### config.mk
export PLATFORM = sky130hd
export DESIGN_NAME = seq_div
export DESIGN_NICKNAME = d
export VERILOG_FILES = /design/src/rtl/seq_div.sv
export SDC_FILE = /design/constraint.sdc
export NUM_CORES = 1
export LEC_CHECK = 0
export CORE_ASPECT_RATIO = 0.9
export CORE_MARGIN = 4
export CORE_UTILIZATION = 40
export CTS_CLUSTER_SIZE = 8
export DETAILED_ROUTE_END_ITERATION = 8
export GPL_ROUTABILITY_DRIVEN = 0
export GPL_TIMING_DRIVEN = 1
export PLACE_DENSITY = 0.64
export SLEW_MARGIN = 20
export SYNTH_ARGS = -nofsm -noshare
export SYNTH_HDL_FRONTEND = slang
export SYNTH_SLANG_ARGS = --single-unit
### constraint.sdc
create_clock -name ck -period 3.36 [get_ports ck]
set_input_delay 0.672 -clock ck [delete_from_list [all_inputs] [get_ports ck]]
set_output_delay 0.672 -clock ck [all_outputs]
set_load 0.05 [all_outputs]
### src/rtl/seq_div.sv
`default_nettype none
// ============================================================================
//  Module   : seq_div
//  Purpose  : Sequential restoring unsigned divider. Produces one quotient
//             bit per clock, MSB first, computing Q = A / B and R = A % B for
//             WIDTH-bit operands. Uses a start/fin handshake.
//
//  Ports    : ck     - clock, all state updates on the rising edge
//             rst    - asynchronous active-high reset
//             start  - request, sampled only while idle
//             A, B   - dividend / divisor, captured on the accepting edge
//             Q, R   - quotient / remainder, valid while fin=1 and held
//                      until the next result is written
//             busy   - high from the accepting edge until the result edge
//             fin    - one-cycle done pulse
//             div0   - divide-by-zero flag (only with SEQ_DIV_DIV0_EN)
//
//  Config   : SEQ_DIV_DIV0_EN - when defined, adds the div0 port and an
//             early exit for B==0 (result one cycle after accept). When not
//             defined, B==0 runs the normal algorithm (Q=all ones, R=A).
//
//  Revision : 1.0 - initial release
// ============================================================================
module seq_div #(
    parameter int WIDTH = 8
) (
    input  logic             ck,
    input  logic             rst,
    input  logic             start,
    input  logic [WIDTH-1:0] A,
    input  logic [WIDTH-1:0] B,
    output logic [WIDTH-1:0] Q,
    output logic [WIDTH-1:0] R,
    output logic             busy,
    output logic             fin
`ifdef SEQ_DIV_DIV0_EN
    ,
    output logic             div0
`endif
);

    localparam int CW = $clog2(WIDTH);

    localparam logic [1:0] ST_IDLE = 2'd0;
    localparam logic [1:0] ST_RUN  = 2'd1;
    localparam logic [1:0] ST_DONE = 2'd2;

    logic [1:0]       r_state;
    logic [WIDTH-1:0] r_dvd;    // dividend shifts out MSB-first; quotient bits fill the LSBs
    logic [WIDTH-1:0] r_dvs;
    logic [WIDTH-1:0] r_rem;
    logic [CW-1:0]    r_cnt;

    logic [WIDTH:0]   w_t;
    logic             w_ge;
    logic [WIDTH-1:0] w_diff;
    logic [WIDTH-1:0] w_rem_nxt;
    logic [WIDTH-1:0] w_quo_nxt;
    logic             w_early;

`ifdef SEQ_DIV_DIV0_EN
    logic r_zero;
    assign w_early = r_zero;
`else
    assign w_early = 1'b0;
`endif

    // Trial subtraction on the WIDTH+1 bit partial remainder. When it
    // succeeds the true difference is below dvs, so the low WIDTH bits of
    // the wrapped subtraction are exact.
    assign w_t       = {r_rem, r_dvd[WIDTH-1]};
    assign w_ge      = (w_t >= {1'b0, r_dvs});
    assign w_diff    = w_t[WIDTH-1:0] - r_dvs;
    assign w_rem_nxt = w_ge ? w_diff : w_t[WIDTH-1:0];
    assign w_quo_nxt = {r_dvd[WIDTH-2:0], w_ge};

    always_ff @(posedge ck or posedge rst) begin
        if (rst) begin
            r_state <= ST_IDLE;
            r_dvd   <= '0;
            r_dvs   <= '0;
            r_rem   <= '0;
            r_cnt   <= '0;
            Q       <= '0;
            R       <= '0;
            busy    <= 1'b0;
            fin     <= 1'b0;
`ifdef SEQ_DIV_DIV0_EN
            r_zero  <= 1'b0;
            div0    <= 1'b0;
`endif
        end else begin
            case (r_state)
                ST_IDLE: begin
                    if (start) begin
                        r_dvd   <= A;
                        r_dvs   <= B;
                        r_rem   <= '0;
                        r_cnt   <= CW'(WIDTH - 1);
                        busy    <= 1'b1;
                        r_state <= ST_RUN;
`ifdef SEQ_DIV_DIV0_EN
                        r_zero  <= (B == '0);
                        div0    <= 1'b0;
`endif
                    end
                end

                ST_RUN: begin
                    if (w_early) begin
                        // Divide by zero: no iteration has run, so r_dvd still holds A.
                        Q       <= '1;
                        R       <= r_dvd;
                        busy    <= 1'b0;
                        fin     <= 1'b1;
                        r_state <= ST_DONE;
`ifdef SEQ_DIV_DIV0_EN
                        div0    <= 1'b1;
`endif
                    end else begin
                        r_rem <= w_rem_nxt;
                        r_dvd <= w_quo_nxt;
                        r_cnt <= r_cnt - CW'(1);
                        if (r_cnt == '0) begin
                            Q       <= w_quo_nxt;
                            R       <= w_rem_nxt;
                            busy    <= 1'b0;
                            fin     <= 1'b1;
                            r_state <= ST_DONE;
                        end
                    end
                end

                ST_DONE: begin
                    fin     <= 1'b0;
                    r_state <= ST_IDLE;
                end

                default: begin
                    r_state <= ST_IDLE;
                end
            endcase
        end
    end

endmodule
`default_nettype wire

After elaboration in Yosys (flattened, before gate mapping). Index checks and enable logic that the tools add are counted.

Equality and inequality tests: 4. Reduce and logical (&&, ||, !) cells: 10. Magnitude comparators: 1. Add/sub/neg operators: 2. Mux-type cells: 15.

Operators by type and width (count): $pmux W8 S2 (2); $mux W8 (3); $reduce_and A2 Y1 (5); $ge A9 B8 Y1 (1); $sub A8 B8 Y8 (1); $pmux W3 S2 (1); $mux W2 (2); $ne A2 B2 Y1 const B (2); $pmux W1 S2 (2); $pmux W2 S2 (1); $reduce_bool A2 Y1 (2); $logic_not A3 Y1 (1); $mux W1 (3); $mux W3 (1); $reduce_and A3 Y1 (1); $sub A3 B1 Y3 const B (1); $eq A2 B1 Y1 const B (1); $eq A2 B2 Y1 const B (1); $logic_not A2 Y1 (1).

Bits of input ports: 19. Output and inout port bits: 18. Word-level logic and storage cells: 41. Bits in registers: 47.

Logic depth before layout (Yosys ltp). Gate-level depths: netlist of run 1.

Depth after elaboration: 3. Depth in mapped cells: 9. Depth with buffers taken out: 9.

Least setup slack after synthesis of run 1. No wires, ideal clock.

Kind: register to register. Start: register r_dvd[7]. End: register R[6]. Cell stages (with the launch flop): 10. Data arrival time: 2.024 ns. Setup time: 0.077 ns. Path slack: 1.258 ns. Required time: 3.283 ns. Cell sequence: dfrtp_1 -> inv_1 -> ha_1 -> inv_1 -> fa_1 -> a211o_1 -> a2111oi_2 -> a41oi_1 -> a22o_1 -> a21oi_1.

Cells in the longest elaborated chain, start to end: 2.

RTL lines: start, declared (RTL line 49) `logic [WIDTH-1:0] r_dvd;`; start signal, assigned (RTL line 122) `r_dvd <= w_quo_nxt;`; $sub A8 B8 Y8 or $ge A9 B8 Y1 (tied branches) (RTL line 73, 72); $mux W8 (*) (RTL line 74) `assign w_rem_nxt = w_ge ? w_diff : w_t[WIDTH-1:0];`; end signal, assigned (RTL line 113) `R <= r_dvd;`; end signal, assigned (RTL line 126) `R <= w_rem_nxt;`; end, declared (RTL line 33) `output logic [WIDTH-1:0] R,`.

Mark *: on every way between the ends. The rest lies on a longest branch, timed or not. A chain may end at the register's enable or synchronous reset.

Final worst setup path of run 1.
Start: register r_rem[3]. End: register r_rem[3].

Cells in the longest elaborated chain, start to end: 3.

RTL lines: start, declared (RTL line 51) `logic [WIDTH-1:0] r_rem;`; start signal, assigned (RTL line 121) `r_rem <= w_rem_nxt;`; $ge A9 B8 Y1 (RTL line 72) `assign w_ge = (w_t >= {1'b0, r_dvs});`; $mux W8 (RTL line 74); $pmux W8 S2 (RTL line 93) `case (r_state)`.

No other way between the ends.

==> run metrics, run 1 <==
worst-case clock buffer depth 2; # DRC 0; IO Pins 37; layout cells sized above 1 0.0918; critical path class flop to flop; core footprint roughly 6100 um^2; Root Buffer clkbuf_8; drt total wl between 5000 and 6000 um; H-tree Lvls 2; max_cap viols 0; Congestion Overflow GR 0; Worst EP required 3550 ps; Mapped Area about 2500 um^2; Critical R2R Capture r_rem[3]; crit start category flop; worst r2r src r_rem[3]; pre-CTS setup slack 1080 ps; Worst Reg-to-Reg Cells 6; Tot GR Track Use 0.163; Worst Setup End Kind flop; Critical Path AT 2600 ps; Skew-Pair Late Insertion Delay 300 ps; Hold Buf Count CTS 0; PnR worst setup slack 942 ps; maximum clock frequency 414 MHz; antenna cell count 0; post-CTS setup buffers 0; syn_area_per_cell 9.25 um^2; Placement Rows 27; slowest CP cell o221ai_2; routed length per instance 15.4 um; most common cell after layout, fill and taps aside nand2_1; status finished, final reports clean; Die ar. between 7000 and 8000 um^2; P&R area growth vs syn 20.8%; worst path bufs/invs 0; top cell family by delay on the critical path compound AO/OA/AOI/OAI gates; Fin Setup TNS 0 ps; Hold Crit Endpoint Q[5]; Crit. path cell count 6; max incr delay on CP 640 ps; # port buffers 36; Final HPWL DP 3860 um; final hold vios 0; Clock Sinks 47; synthesized instance count 270; Final min period 2420 ps; syn nets 300; crit-path cells ha_1 -> a21oi_1 -> nand2_1 -> o221ai_2 -> a21oi_1 -> o31ai_1; CTS tree yes; R2R setup slack 940 ps; Final nets 334; CTS clk-pin slew, worst paths 90 ps; CTS buffer count 5; FILL cells 586; vias in the first global route about 2100; total of warnings raised by yosys 0; relative slew slack 0.457; DR vias/cell 5.47; initial DRC count 132; RSZ-0062 raised after global routing no; global-route wire length before repair 10200 um; hold path cells 2; pin count of the biggest net entering global routing 48; Resize count post-CTS 0; fin. max-slew vios 0; initial antenna violation count 0; synthesized flop and latch total 47; via count about 2000; Worst path most repeated cell a21oi_1; post-synthesis sequential area ratio 0.471; min-delay src Q[5]; crit share post-route 0.720; Synth cell types 51; drt pass-1 iters 4; final setup violation count 0; skew final between 9 and 10 ps; Final ANT Viol Nets 0; CP max FO 16; Starting Density 0.411; DIE WIDTH 91.3 um; Hold Crit Class flop to flop; worst-margin pin slew 814 ps; Die H 83.0 um; commonest cells after routing, fill and taps aside nand2_1 (59), dfrtp_1 (47), clkdlybuf4s50_1 (36)
==> worst reg2reg max path, delay by kind of cell (launching register included) <==
kind,cells,cell delay (ps)
AOI/OAI and AO/OA,4,1410
DFF,1,420
adders and majority gates,1,370
and+or+nand+nor,1,120
==> cell usage after synthesis, drive strengths merged <==
cell / count / area share
a2111oi: 1 / 0.0060
a211o: 2 / 0.0070
a211oi: 2 / 0.0060
a21o: 2 / 0.0060
a21oi: 14 / 0.030
a22o: 1 / 0.0035
a22oi: 1 / 0.0030
a311oi: 1 / 0.0035
a31oi: 11 / 0.028
a41oi: 3 / 0.011
and2: 4 / 0.011
and2b: 1 / 0.0030
and3b: 1 / 0.0040
buf: 5 / 0.017
clkbuf: 8 / 0.018
dfrtp: 47 / 0.47
fa: 1 / 0.0080
ha: 10 / 0.050
inv: 15 / 0.023
nand2: 59 / 0.089
nand2b: 2 / 0.0050
nand3: 9 / 0.018
nand4: 5 / 0.013
nor2: 18 / 0.030
nor2b: 1 / 0.0025
nor3: 4 / 0.017
nor3b: 1 / 0.0050
o211ai: 2 / 0.0080
o21a: 2 / 0.0060
o21ai: 22 / 0.044
o221a: 2 / 0.013
o221ai: 1 / 0.0060
o311ai: 2 / 0.0070
o31ai: 4 / 0.012
o32ai: 1 / 0.0035
or3: 2 / 0.0050
xnor2: 1 / 0.0035
xor2: 2 / 0.0070
==> stage by stage <==
stage	cells	hold WS, ps	util	area [um^2]
after floorplan	270	448	-	2500
after global placement	369	462	0.476	2890
after global routing	377	500	0.496	3020
after CTS	377	490	0.495	3010
final	377	484	0.496	3020
after detailed placement	369	470	0.476	2890
==> flip-flops by register name, indices dropped and copies added, names as in the netlist <==
register  flops
Q             8
R             8
r_dvd         8
r_dvs         8
r_rem         8
r_cnt         3
r_state       2
busy          1
fin           1
==> layout make-up <==
type	instances	area [um^2]	share of cell area
Clock buffer	6	82.6	0.0274
Clock inverter	2	38.8	0.0129
Inverter	15	57.6	0.0191
Multi-Input combinational cell	195	1180	0.392
Sequential cell	47	1180	0.390
Tap cell	72	90.1	0.0299
Timing Repair Buffer	40	390	0.129
==> how the worst max path moves through the flow <==
| stage | start | endpoint | slack (ps) |
|---|---|---|---|
| 2_1_floorplan | r_dvd[7] | R[6] | 1260 |
| 3_3_place_gp | start | r_rem[5] | 1110 |
| 3_5_place_dp | start | r_rem[5] | 1080 |
| 4_1_cts | r_rem[3] | r_rem[3] | 1000 |
| 5_1_grt | r_rem[3] | r_rem[3] | 850 |
| 6_report | r_rem[3] | r_rem[3] | 940 |
==> cells by family after synthesis <==
family                     count (synthesis)  share of synthesized area
AOI/OAI and AO/OA                         74                      0.202
and+or+nand+nor                          107                      0.201
buffers and inverters                     28                     0.0571
adders and majority gates                 11                     0.0581
xor gates and xnor gates                   3                     0.0105
DFF                                       47                      0.471
==> per-layer routing <==
| metal | vias up | routed length [um] | track usage |
|---|---|---|---|
| met2 | 51 | 2620 | 0.255 |
| met4 | 0 | 70 | 0.0411 |
| met5 | - | 0 | 0 |
| met1 | 989 | 2840 | 0.236 |
| met3 | 8 | 271 | 0.0281 |
| li1 | 1013 | - | - |
Power of run 1 is not shown: default switching activity piles up to over one toggle a cycle in this logic, so the estimate is an artifact.
==> run 2, diff against run 1 <==
--- a/config.mk
+++ b/config.mk
@@ -12,7 +12,7 @@
 export DETAILED_ROUTE_END_ITERATION = 8
 export GPL_ROUTABILITY_DRIVEN = 0
 export GPL_TIMING_DRIVEN = 1
-export PLACE_DENSITY = 0.64
+export PLACE_DENSITY = 0.66
 export SLEW_MARGIN = 20
 export SYNTH_ARGS = -nofsm -noshare
 export SYNTH_HDL_FRONTEND = slang
==> constraint.sdc (replaced) <==
create_clock -name ck -period 1.9 [get_ports ck]
set_input_delay 0.38 -clock ck [delete_from_list [all_inputs] [get_ports ck]]
set_output_delay 0.38 -clock ck [all_outputs]
set_load 0.05 [all_outputs]
==> run 2 against run 1 <==
Compared with the run above:
- the run now ends with setup timing left
- maximum frequency up 13%
- core utilization is 10 points higher
- first-iteration DRC count shrank 4.5%
- critical path type unchanged
- largest cell class unchanged
- highest routed layer unchanged
==> run metrics, run 2 (same netlist as run 1, synthesis figures left out) <==
status complete, but fails checks; violated checks setup timing; drt total wl 6590 um; vias in the first global route 2281; Hold Crit Class input port to async pin; RSZ-0062 raised after global routing yes; critical path class flop to flop; routed length per instance 15.6 um; Die ar. 7570 um^2; Final HPWL DP 4390 um; Skew-Pair Late Insertion Delay 300 ps; initial antenna violation count 0; DR vias/cell approximately 5.4; Clock Sinks 47; global-route wire length before repair 10800 um; Critical Path End r_rem[6]; drt pass-1 iters 4; origin of the worst setup path r_dvd[7]; Starting Density 0.411; layout cells sized above 1 0.329; final setup violation count 9; Final nets 379; Placement Rows 27; Critical Path AT 2380 ps; CTS clk-pin slew, worst paths 100 ps; worst r2r src r_dvd[7]; Worst path most repeated cell inv_2; CP max FO 3; antenna cell count 0; fin. max-slew vios 0; relative slew slack 0.662; max incr delay on CP 410 ps; Die H approximately 83 um; final hold vios 0; CTS tree yes; PnR worst setup slack -243 ps; top cell family by delay on the critical path compound AO/OA/AOI/OAI gates; CTS buffer count 5; crit-path cells inv_2 -> ha_4 -> inv_2 -> fa_2 -> a211o_1 -> a2111oi_4 -> a41oi_2 -> a22o_1 -> a21oi_1; most common cell after layout, fill and taps aside nand2_1; initial DRC count 126; max_cap viols 0; commonest cells after routing, fill and taps aside nand2_1 (58), buf_4 (49), dfrtp_1 (46); Final ANT Viol Nets 0; via count 2289; # DRC 0; H-tree Lvls 2; R2R setup slack -240 ps; Root Buffer clkbuf_8; Critical R2R Capture r_rem[6]; P&R area growth vs syn 45.2%; pin count of the biggest net entering global routing 29; Crit. path cell count 9; DIE WIDTH 91.3 um; Worst Setup End Kind flop; Worst EP required about 2100 ps; worst path bufs/invs 2; crit share post-route 1.13; Congestion Overflow GR 0; # port buffers 36; skew final 6.85 ps; crit start category flop; Hold Buf Count CTS 0; pre-CTS setup slack -258 ps; Worst Reg-to-Reg Cells 9; worst-case clock buffer depth 2; slowest CP cell dfrtp_1; IO Pins 37; core footprint 6080 um^2; worst-margin pin slew between 500 and 600 ps; Final min period 2140 ps; maximum clock frequency between 400 and 500 MHz; Tot GR Track Use 0.173
[run 2: area by class of cell]
type                    count  area (um^2)
clock inverters             3         47.5
inverters                  15         56.3
well taps                  72         90.1
repair buffers             85          762
clock buffers               5         68.8
multi-input cells         195         1420
fillers                   507         2450
flip-flops and latches     47         1180
[run 2: worst min-delay path by stage]
| stage | cells past startpoint | startpoint | end |
|---|---|---|---|
| final | 3 | rst | Q[2] |
| after global routing | 3 | rst | Q[2] |
| after CTS | 3 | rst | Q[2] |
| after detailed placement | 2 | Q[5] | Q[5] |
| after global placement | 2 | Q[2] | Q[2] |
| after floorplan | 2 | r_dvs[0] | r_dvs[0] |
[run 2: worst reg2reg max path, cell delays in order (launching register included)]
cell       delay, ps
dfrtp_1          410
inv_2             80
ha_4             140
inv_2             40
fa_2             330
a211o_1          330
a2111oi_4        320
a41oi_2           60
a22o_1           220
a21oi_1          140
[run 2: layer usage]
layer	track usage	wire length [um]	vias to the layer above	part of all wire
met5	0	0	-	0
met4	0.0425	121	0	0.018
met3	0.0317	274	12	0.042
met2	0.286	3270	51	0.50
met1	0.234	2930	1113	0.44
li1	-	-	1113	-
[run 2: timing repair]
item,CTS,global route
pin swaps,9,20
resized for setup,22,33
buffers inserted,7,7
gates cloned,0,0
setup endpoints to repair,14,23
[run 2: per-stage QoR]
| step | util | area [um^2] | instances | TNS (ps) | hold WS, ps |
|---|---|---|---|---|---|
| floorplan | - | 2500 | 270 | -260 | 448 |
| global placement | 0.513 | 3120 | 400 | -483 | 460 |
| detailed placement | 0.513 | 3120 | 400 | -866 | 462 |
| CTS | 0.560 | 3400 | 415 | -481 | 421 |
| global route | 0.596 | 3630 | 422 | -2010 | 444 |
| finish | 0.596 | 3630 | 422 | -1120 | 409 |
Power of run 2 is left out for the same reason.
